## config.mk

```make
export PLATFORM = sky130hd
export DESIGN_NAME = ksa_mp_sequencer
export DESIGN_NICKNAME = d
export VERILOG_FILES = /design/src/rtl/ksa_mp_sequencer.sv
export SDC_FILE = /design/constraint.sdc
export NUM_CORES = 1
export LEC_CHECK = 0
export CORE_MARGIN = 4
export CORE_UTILIZATION = 49
export CTS_CLUSTER_SIZE = 20
export DETAILED_ROUTE_END_ITERATION = 16
export GPL_ROUTABILITY_DRIVEN = 0
export HOLD_SLACK_MARGIN = 0.08
export PLACE_DENSITY = 0.81
export RECOVER_POWER = 25
export SYNTH_ARGS = -nofsm -noshare
export SYNTH_HDL_FRONTEND = slang
export SYNTH_SLANG_ARGS = --single-unit
export TNS_END_PERCENT = 50
```

## constraint.sdc

```tcl
create_clock -name clk -period 3.3 [get_ports clk]
set_input_delay 0.825 -clock clk [delete_from_list [all_inputs] [get_ports clk]]
set_output_delay 0.825 -clock clk [all_outputs]
set_load 0.05 [all_outputs]
```

## src/rtl/ksa_mp_sequencer.sv

```systemverilog
// Multi-precision add/subtract sequencer that time-shares one 32-bit Kogge-Stone adder across operand words.
// Optional feature: define KSA_SEQ_ABORT_EN to add the abort input.

module koggestone32bit (
    input  logic [31:0] a,
    input  logic [31:0] b,
    input  logic        cIn,
    output logic [31:0] sum,
    output logic        cOut
);

    wire [5:0][31:0] g;
    wire [5:0][31:0] p;
    wire [32:0]      c;

    assign g[0] = a & b;
    assign p[0] = a ^ b;

    // Five prefix levels; after level 5 bit i holds group generate/propagate over [i:0]
    for (genvar k = 1; k < 6; k++) begin : g_lvl
        localparam int D = 1 << (k - 1);
        for (genvar i = 0; i < 32; i++) begin : g_bit
            if (i >= D) begin : g_op
                assign g[k][i] = g[k-1][i] | (p[k-1][i] & g[k-1][i-D]);
                assign p[k][i] = p[k-1][i] & p[k-1][i-D];
            end else begin : g_pass
                assign g[k][i] = g[k-1][i];
                assign p[k][i] = p[k-1][i];
            end
        end
    end

    assign c[0] = cIn;
    for (genvar i = 0; i < 32; i++) begin : g_carry
        assign c[i+1] = g[5][i] | (p[5][i] & cIn);
    end

    assign sum  = p[0] ^ c[31:0];
    assign cOut = c[32];

endmodule

module ksa_mp_sequencer #(
    parameter int LEN_W = 4
) (
    input  logic             clk,
    input  logic             rst_n,
    input  logic             start,
    input  logic             sub,
    input  logic [LEN_W-1:0] len_m1,
    output logic             busy,
    input  logic             in_valid,
    output logic             in_ready,
    input  logic [31:0]      in_a,
    input  logic [31:0]      in_b,
    output logic             out_valid,
    input  logic             out_ready,
    output logic [31:0]      out_s,
    output logic             out_last,
    output logic             done,
    output logic             cout,
    output logic             ovf
`ifdef KSA_SEQ_ABORT_EN
    ,
    input  logic             abort
`endif
);

    typedef enum logic [1:0] {IDLE, RUN, DRAIN} state_t;

    state_t           state_q, state_d;
    logic             sub_q, sub_d;
    logic [LEN_W-1:0] len_q, len_d;
    logic [LEN_W-1:0] cnt_q, cnt_d;
    logic             carry_q, carry_d;
    logic [31:0]      out_s_q, out_s_d;
    logic             out_valid_q, out_valid_d;
    logic             out_last_q, out_last_d;
    logic             done_q, done_d;
    logic             cout_q, cout_d;
    logic             ovf_q, ovf_d;

    logic [31:0]      b_eff;
    logic [31:0]      add_sum;
    logic             add_cout;
    logic             in_hs;
    logic             out_hs;

    assign b_eff = sub_q ? ~in_b : in_b;

    koggestone32bit u_adder (
        .a    (in_a),
        .b    (b_eff),
        .cIn  (carry_q),
        .sum  (add_sum),
        .cOut (add_cout)
    );

    assign busy      = (state_q != IDLE);
    assign in_ready  = (state_q == RUN) && (!out_valid_q || out_ready);
    assign in_hs     = in_valid && in_ready;
    assign out_hs    = out_valid_q && out_ready;
    assign out_valid = out_valid_q;
    assign out_s     = out_s_q;
    assign out_last  = out_last_q;
    assign done      = done_q;
    assign cout      = cout_q;
    assign ovf       = ovf_q;

    always_comb begin
        state_d     = state_q;
        sub_d       = sub_q;
        len_d       = len_q;
        cnt_d       = cnt_q;
        carry_d     = carry_q;
        out_s_d     = out_s_q;
        out_valid_d = out_valid_q;
        out_last_d  = out_last_q;
        done_d      = 1'b0;
        cout_d      = cout_q;
        ovf_d       = ovf_q;

        // A draining result word frees the output slot; a new input word may refill it in the same cycle
        if (out_hs) begin
            out_valid_d = 1'b0;
        end

        case (state_q)
            IDLE: begin
                if (start) begin
                    state_d = RUN;
                    sub_d   = sub;
                    len_d   = len_m1;
                    cnt_d   = '0;
                    carry_d = sub;
                    cout_d  = 1'b0;
                    ovf_d   = 1'b0;
                end
            end
            RUN: begin
                if (in_hs) begin
                    out_s_d     = add_sum;
                    carry_d     = add_cout;
                    out_valid_d = 1'b1;
                    if (cnt_q == len_q) begin
                        out_last_d = 1'b1;
                        cout_d     = add_cout;
                        ovf_d      = (in_a[31] == b_eff[31]) && (add_sum[31] != in_a[31]);
                        state_d    = DRAIN;
                    end else begin
                        out_last_d = 1'b0;
                        cnt_d      = cnt_q + LEN_W'(1);
                    end
                end
            end
            DRAIN: begin
                if (out_hs) begin
                    out_last_d = 1'b0;
                    done_d     = 1'b1;
                    state_d    = IDLE;
                end
            end
            default: begin
                state_d = IDLE;
            end
        endcase

`ifdef KSA_SEQ_ABORT_EN
        if (abort && (state_q != IDLE)) begin
            state_d     = IDLE;
            out_valid_d = 1'b0;
            out_last_d  = 1'b0;
            done_d      = 1'b0;
        end
`endif
    end

    always_ff @(posedge clk or negedge rst_n) begin
        if (!rst_n) begin
            state_q     <= IDLE;
            sub_q       <= 1'b0;
            len_q       <= '0;
            cnt_q       <= '0;
            carry_q     <= 1'b0;
            out_s_q     <= '0;
            out_valid_q <= 1'b0;
            out_last_q  <= 1'b0;
            done_q      <= 1'b0;
            cout_q      <= 1'b0;
            ovf_q       <= 1'b0;
        end else begin
            state_q     <= state_d;
            sub_q       <= sub_d;
            len_q       <= len_d;
            cnt_q       <= cnt_d;
            carry_q     <= carry_d;
            out_s_q     <= out_s_d;
            out_valid_q <= out_valid_d;
            out_last_q  <= out_last_d;
            done_q      <= done_d;
            cout_q      <= cout_d;
            ovf_q       <= ovf_d;
        end
    end

endmodule

```

# Word level (Yosys, flattened, before mapping)
# Index checks and enable logic that the tools add are counted.
[op_classes] n_addsub=1 n_eq_ne=10 reduce_logical=17 n_mux=29 bitwise=455
[op_table] operator="1-bit AND" n=290
[op_table] operator="1-bit OR" n=161
[op_table] operator="32-bit XOR" n=2
[op_table] operator="32-bit AND" n=1
[op_table] operator="32-bit 2-to-1 mux" n=1
[op_table] operator="32-bit inverter" n=1
[op_table] operator="1-bit 2-to-1 mux" n=15
[op_table] operator="4-bit 2-to-1 mux" n=3
[op_table] operator="4-bit AND reduction" n=3
[op_table] operator="2-bit 2-to-1 mux" n=4
[op_table] operator="2-bit != test, second input constant" n=4
[op_table] operator="1-bit case mux with 2 select lines" n=4
[op_table] operator="4-bit case mux with 2 select lines" n=1
[op_table] operator="2-bit case mux with 3 select lines" n=1
[op_table] operator="3-bit AND reduction" n=2
[op_table] operator="2-bit nonzero test" n=3
[op_table] operator="4-bit by 1-bit adder with 4-bit output, second input constant" n=1
[op_table] operator="4-bit == test" n=1
[op_table] operator="1-bit logical AND" n=4
[op_table] operator="2-bit AND reduction" n=2
[op_table] operator="2-bit by 1-bit == test with 1-bit output, second input constant" n=1
[op_table] operator="2-bit == test, second input constant" n=1
[op_table] operator="2-bit zero test" n=1
[op_table] operator="2-bit by 1-bit != test with 1-bit output, second input constant" n=1
[op_table] operator="4 further kinds" n=4
[word_totals] out_inout_bits=39 wordCells=523 reg_bits=49 inputBits=74

# Depth between registers and ports, before layout
[depth] depth_word=19 depth_mapped=13 mapped_depth_nobuf=10

# By module
# From an unflattened synthesis, not the netlist that was laid out.
[unflattened] cells_unflattened=450 hier_area_um2=4270.3
[modules_own_cells] mod="ksa_mp_sequencer" area_each_um2=2504.9 cells_per_inst=192 instances=1
[modules_own_cells] mod="koggestone32bit" area_each_um2=1765.4 cells_per_inst=258 instances=1

# Worst setup path before layout
# Ideal clock, no wire load.
[synth_timing] kind="register to register" startpoint="register sub_q" endpoint="register out_s_q[24], in the netlist out_s[24]" required_time_ns=3.167 arrival_ns=2.915 slack_ns=0.251 path_stages_with_launch=13 synth_period_minus_slack_ns=3.049 setup_time_ns=0.133 path_cell_list="dfrtp_1 > clkbuf_1 > buf_1 > xor2_1 > ha_1 > a21oi_1 > o211ai_2 > and2_1 > o31a_1 > a211o_2 > a31oi_1 > xor2_1 > o21ai_0"
[synth_between] elab_chain_len=13
[synth_lines] element="start, declared" line="72" text="logic sub_q, sub_d;"
[synth_lines] element="start signal, assigned" line="193" text="sub_q <= sub_d;"
[synth_lines] element="32-bit 2-to-1 mux *" line="89" text="assign b_eff = sub_q ? ~in_b : in_b;"
[synth_lines] element="32-bit XOR / 32-bit AND (equally long branches)" line="17, 16"
[synth_lines] element="1-bit AND" line="24" text="assign g[k][i] = g[k-1][i] | (p[k-1][i] & g[k-1][i-D]);"
[synth_lines] element="1-bit OR" line="24"
[synth_lines] element="1-bit AND" line="24"
[synth_lines] element="1-bit OR" line="24"
[synth_lines] element="1-bit AND" line="24"
[synth_lines] element="1-bit OR" line="24"
[synth_lines] element="1-bit AND" line="24"
[synth_lines] element="1-bit OR (2 in series)" line="24"
[synth_lines] element="1-bit OR" line="35" text="assign c[i+1] = g[5][i] | (p[5][i] & cIn);"
[synth_lines] element="32-bit XOR *" line="38" text="assign sum = p[0] ^ c[31:0];"
[synth_lines] element="end signal, assigned" line="197" text="out_s_q <= out_s_d;"
[synth_lines] element="end, declared" line="76" text="logic [31:0] out_s_q, out_s_d;"
# Every way passes the cells marked *; elsewhere a longest branch is shown, timed or not.
# A chain may end at the register's enable or synchronous reset.

# Final worst setup path
[layout_timing] startpoint="input in_b[5]" endpoint="register out_s_q[24], in the netlist out_s[24]"
[layout_between] elab_chain_len=12
[layout_lines] element="start, declared" line="55" text="input logic [31:0] in_b,"
[layout_lines] element="32-bit inverter" line="89"
[layout_lines] element="32-bit 2-to-1 mux *" line="89"
[layout_lines] element="32-bit XOR" line="17" text="assign p[0] = a ^ b;"
[layout_lines] element="1-bit AND" line="24"
[layout_lines] element="1-bit OR" line="24"
[layout_lines] element="1-bit AND" line="24"
[layout_lines] element="1-bit OR (2 in series)" line="24"
[layout_lines] element="1-bit AND" line="24"
[layout_lines] element="1-bit OR" line="24"
[layout_lines] element="1-bit OR *" line="35"
[layout_lines] element="32-bit XOR *" line="38"
# Marks and branches as above.

==> flow_summary.json <==
{
  "syn-instance-count": 461,
  "outcome": "complete, no violations",
  "finalHoldViolCount": 0,
  "synthToLayoutAreaGrowth_pct": 44.5,
  "critical_path_arrival_ns": 3.46,
  "path_clk_slew_ns": 0.09,
  "totalWireLength_um": 11600,
  "synth_edf_count": 0,
  "clock_latency_ns": 0.30,
  "drtAntennaViolNets": 0,
  "die_w_um": 99.3,
  "p_sw_frac": 0.502,
  "postCtsHoldBufs": 0,
  "cts-htree-levels": 2,
  "hp-class": "flop to flop",
  "vias": 4035,
  "synth.yosys.seq_area_share": 0.300,
  "relSlewSlack": 0.300,
  "core-area_sq_um": 8180,
  "worstPathRequired_ns": 3.47,
  "slew_violations": 0,
  "layout-drive-gt1-share": 0.186,
  "synth_ff_type": "dfrtp_1",
  "grt_max_degree": 63,
  "tns_ns": 0,
  "drt-vias-per-instance": 5.53,
  "numClockSinks": 49,
  "syn_nets": 570,
  "syn_avg_cell_area_sq_um": 8.86,
  "num-fill-cells": 591,
  "grt_pass1_vias": 4070,
  "end_kind": "flop",
  "synth_seq_cells": 49,
  "cts_buffers": 5,
  "grtUsageTotal": 0.227,
  "cts_root_buffer": "clkbuf_8",
  "fmax_mhz": 304,
  "leakage_nw": 2.67,
  "io_buffers": 112,
  "switching_power_w": 0.00339,
  "power.density_nw_per_um2": 1150,
  "max_cap_viol_count": 0,
  "clockBufferDepth": 2,
  "period_needed_ns": 3.29,
  "overflow": 0,
  "combinationalPowerShare": 0.763,
  "initial_core_util": 0.500,
  "ys_types": 66,
  "final_cell_mix": "109 x clkdlybuf4s50_1, 64 x buf_4, 49 x o21ai_0",
  "dieArea_sq_um": 9860,
  "tightest_slew_ns": 1.05,
  "num-nets-final": 732,
  "wl_per_cell_um": 15.9,
  "die-height_um": 99.3,
  "final_common_cell": "clkdlybuf4s50_1",
  "syn_area_sq_um": 4080,
  "cts_tree": "yes",
  "grt_pass1_wl_um": 18800,
  "whs_ns": 0.487,
  "post-route-period-util": 0.997,
  "p_int_w": 0.00337,
  "ir_drop_mv": 0.527,
  "multiInputGateArea_sq_um": 2780,
  "fin_util": 0.722,
  "finClkSkew_ns": 0.00362,
  "reg2reg_setup_slack_ns": 0.06,
  "num_io_pins": 113,
  "drc": 0,
  "rsz0062_at_grt": "yes",
  "dr.pass1.iters": 4,
  "seqPwrFrac": 0.170,
  "antenna_cells": 0,
  "worst-path-max-fanout": 6,
  "worstSetupPathType": "input pin to flop",
  "placementRows": 33,
  "ff_latch_area_sq_um": 1230,
  "grt_antenna_before_repair": 0,
  "dp_hpwl_um": 9140,
  "setup_viol_count_final": 0,
  "start_kind": "input pin",
  "power_frac_clock": 0.067,
  "drtIter0Drc": 237,
  "ys_async_sr_fraction": 1.00,
  "yosysWarnings": 0
}
## power groups by stage
stage               combinational, W  clock [W]  sequential (W)
finish                       0.00516   0.000455         0.00115
global route                 0.00557   0.000487         0.00119
CTS                          0.00496   0.000459         0.00115
detailed placement           0.00492          0         0.00116
global placement             0.00479          0         0.00115
floorplan                    0.00263          0         0.00177
## stage by stage
step / cells / setup WS (ns) / instance area, sq um / power [W]
after CTS: 726 / 0.00708 / 5780 / 0.00657
final: 729 / 0.00952 / 5900 / 0.00676
after detailed placement: 718 / -0.268 / 5660 / 0.00608
after global routing: 729 / -0.0929 / 5900 / 0.00724
after global placement: 718 / -0.198 / 5660 / 0.00594
after floorplan: 461 / 0.251 / 4080 / 0.00440
## registers in the layout (all words and copies together) (netlist names)
signal     flops
out_valid      1
done           1
cnt_q          4
ovf            1
out_s         32
out_last       1
cout           1
len_q          4
sub_q          1
carry_q        1
state_q        2
## worst max-delay path, cell delays in order
cell,delay (ns)
clkdlybuf4s50_1,0.51
xor2_1,0.18
ha_1,0.27
a21oi_1,0.17
o211ai_2,0.12
and2_4,0.18
o31a_1,0.34
a211o_4,0.40
a31oi_1,0.22
xor2_1,0.16
o21ai_0,0.08
## cell usage after synthesis, drive strengths merged, types with 2 or more instances
master	count	area [sq um]
nand3	9	50.1
a211oi	5	42.5
and2	5	32.5
nand2b	7	43.8
nand2	49	186
o41ai	3	33.8
buf	9	50.1
a31oi	8	56.3
a21o	20	151
clkbuf	11	72.6
and4	2	17.5
a211o	4	37.5
o21a	4	30.0
nand4	11	75.1
xnor2	18	158
dfrtp	49	1230
nor2	25	101
and3	3	18.8
a21boi	2	15.0
nor2b	3	18.8
inv	9	33.8
xor2	48	420
mux2	5	56.3
o31ai	3	22.5
ha	34	425
a21oi	29	160
o21ai	55	275
o211ai	5	47.5
or2	4	25.0
nor3	4	20.0
## cell families (layout without fill, tap and decap cells)
family / count (synthesis) / count (layout) / synth area share
adders and majority gates: 35 / 35 / 0.109
AOI/OAI and AO/OA: 148 / 148 / 0.238
buffers and inverters: 31 / 194 / 0.0435
DFF: 49 / 49 / 0.300
and+or+nand+nor: 126 / 126 / 0.152
muxes: 6 / 6 / 0.0162
xor gates and xnor gates: 66 / 66 / 0.142
## final timing paths
check                            end  depth (start not counted)  startpoint
hold / removal              out_s[0]                          2    out_s[0]
hold reg to reg             out_s[0]                          2    out_s[0]
setup reg to reg           out_s[24]                         10       sub_q
max in group asynchronous  out_s[26]                          2       rst_n
min in group asynchronous   out_s[3]                          1       rst_n
setup / recovery           out_s[24]                         11     in_b[5]
## what timing repair did
| action | in CTS | in global routing |
|---|---|---|
| gates resized for setup | 0 | 22 |
| setup buffers | 0 | 3 |
| endpoints found under the setup margin | 0 | 11 |
## area by class of cell
| type | count | area share |
|---|---|---|
| Tap cell | 105 | 0.0223 |
| Sequential cell | 49 | 0.208 |
| Clock buffer | 6 | 0.0140 |
| Inverter | 9 | 0.00573 |
| Clock inverter | 2 | 0.00636 |
| Multi-Input combinational cell | 381 | 0.471 |
| Timing Repair Buffer | 177 | 0.273 |
## routing by layer
layer / GRT usage / wire length (um) / share of wire / up-vias
li1: - / - / - / 1971
met2: 0.396 / 5800 / 0.50 / 136
met1: 0.289 / 4910 / 0.42 / 1898
met3: 0.0302 / 624 / 0.054 / 30
met4: 0.0788 / 277 / 0.024 / 0
met5: 0 / 0 / 0 / -
Power figures use the tool's default switching activity.
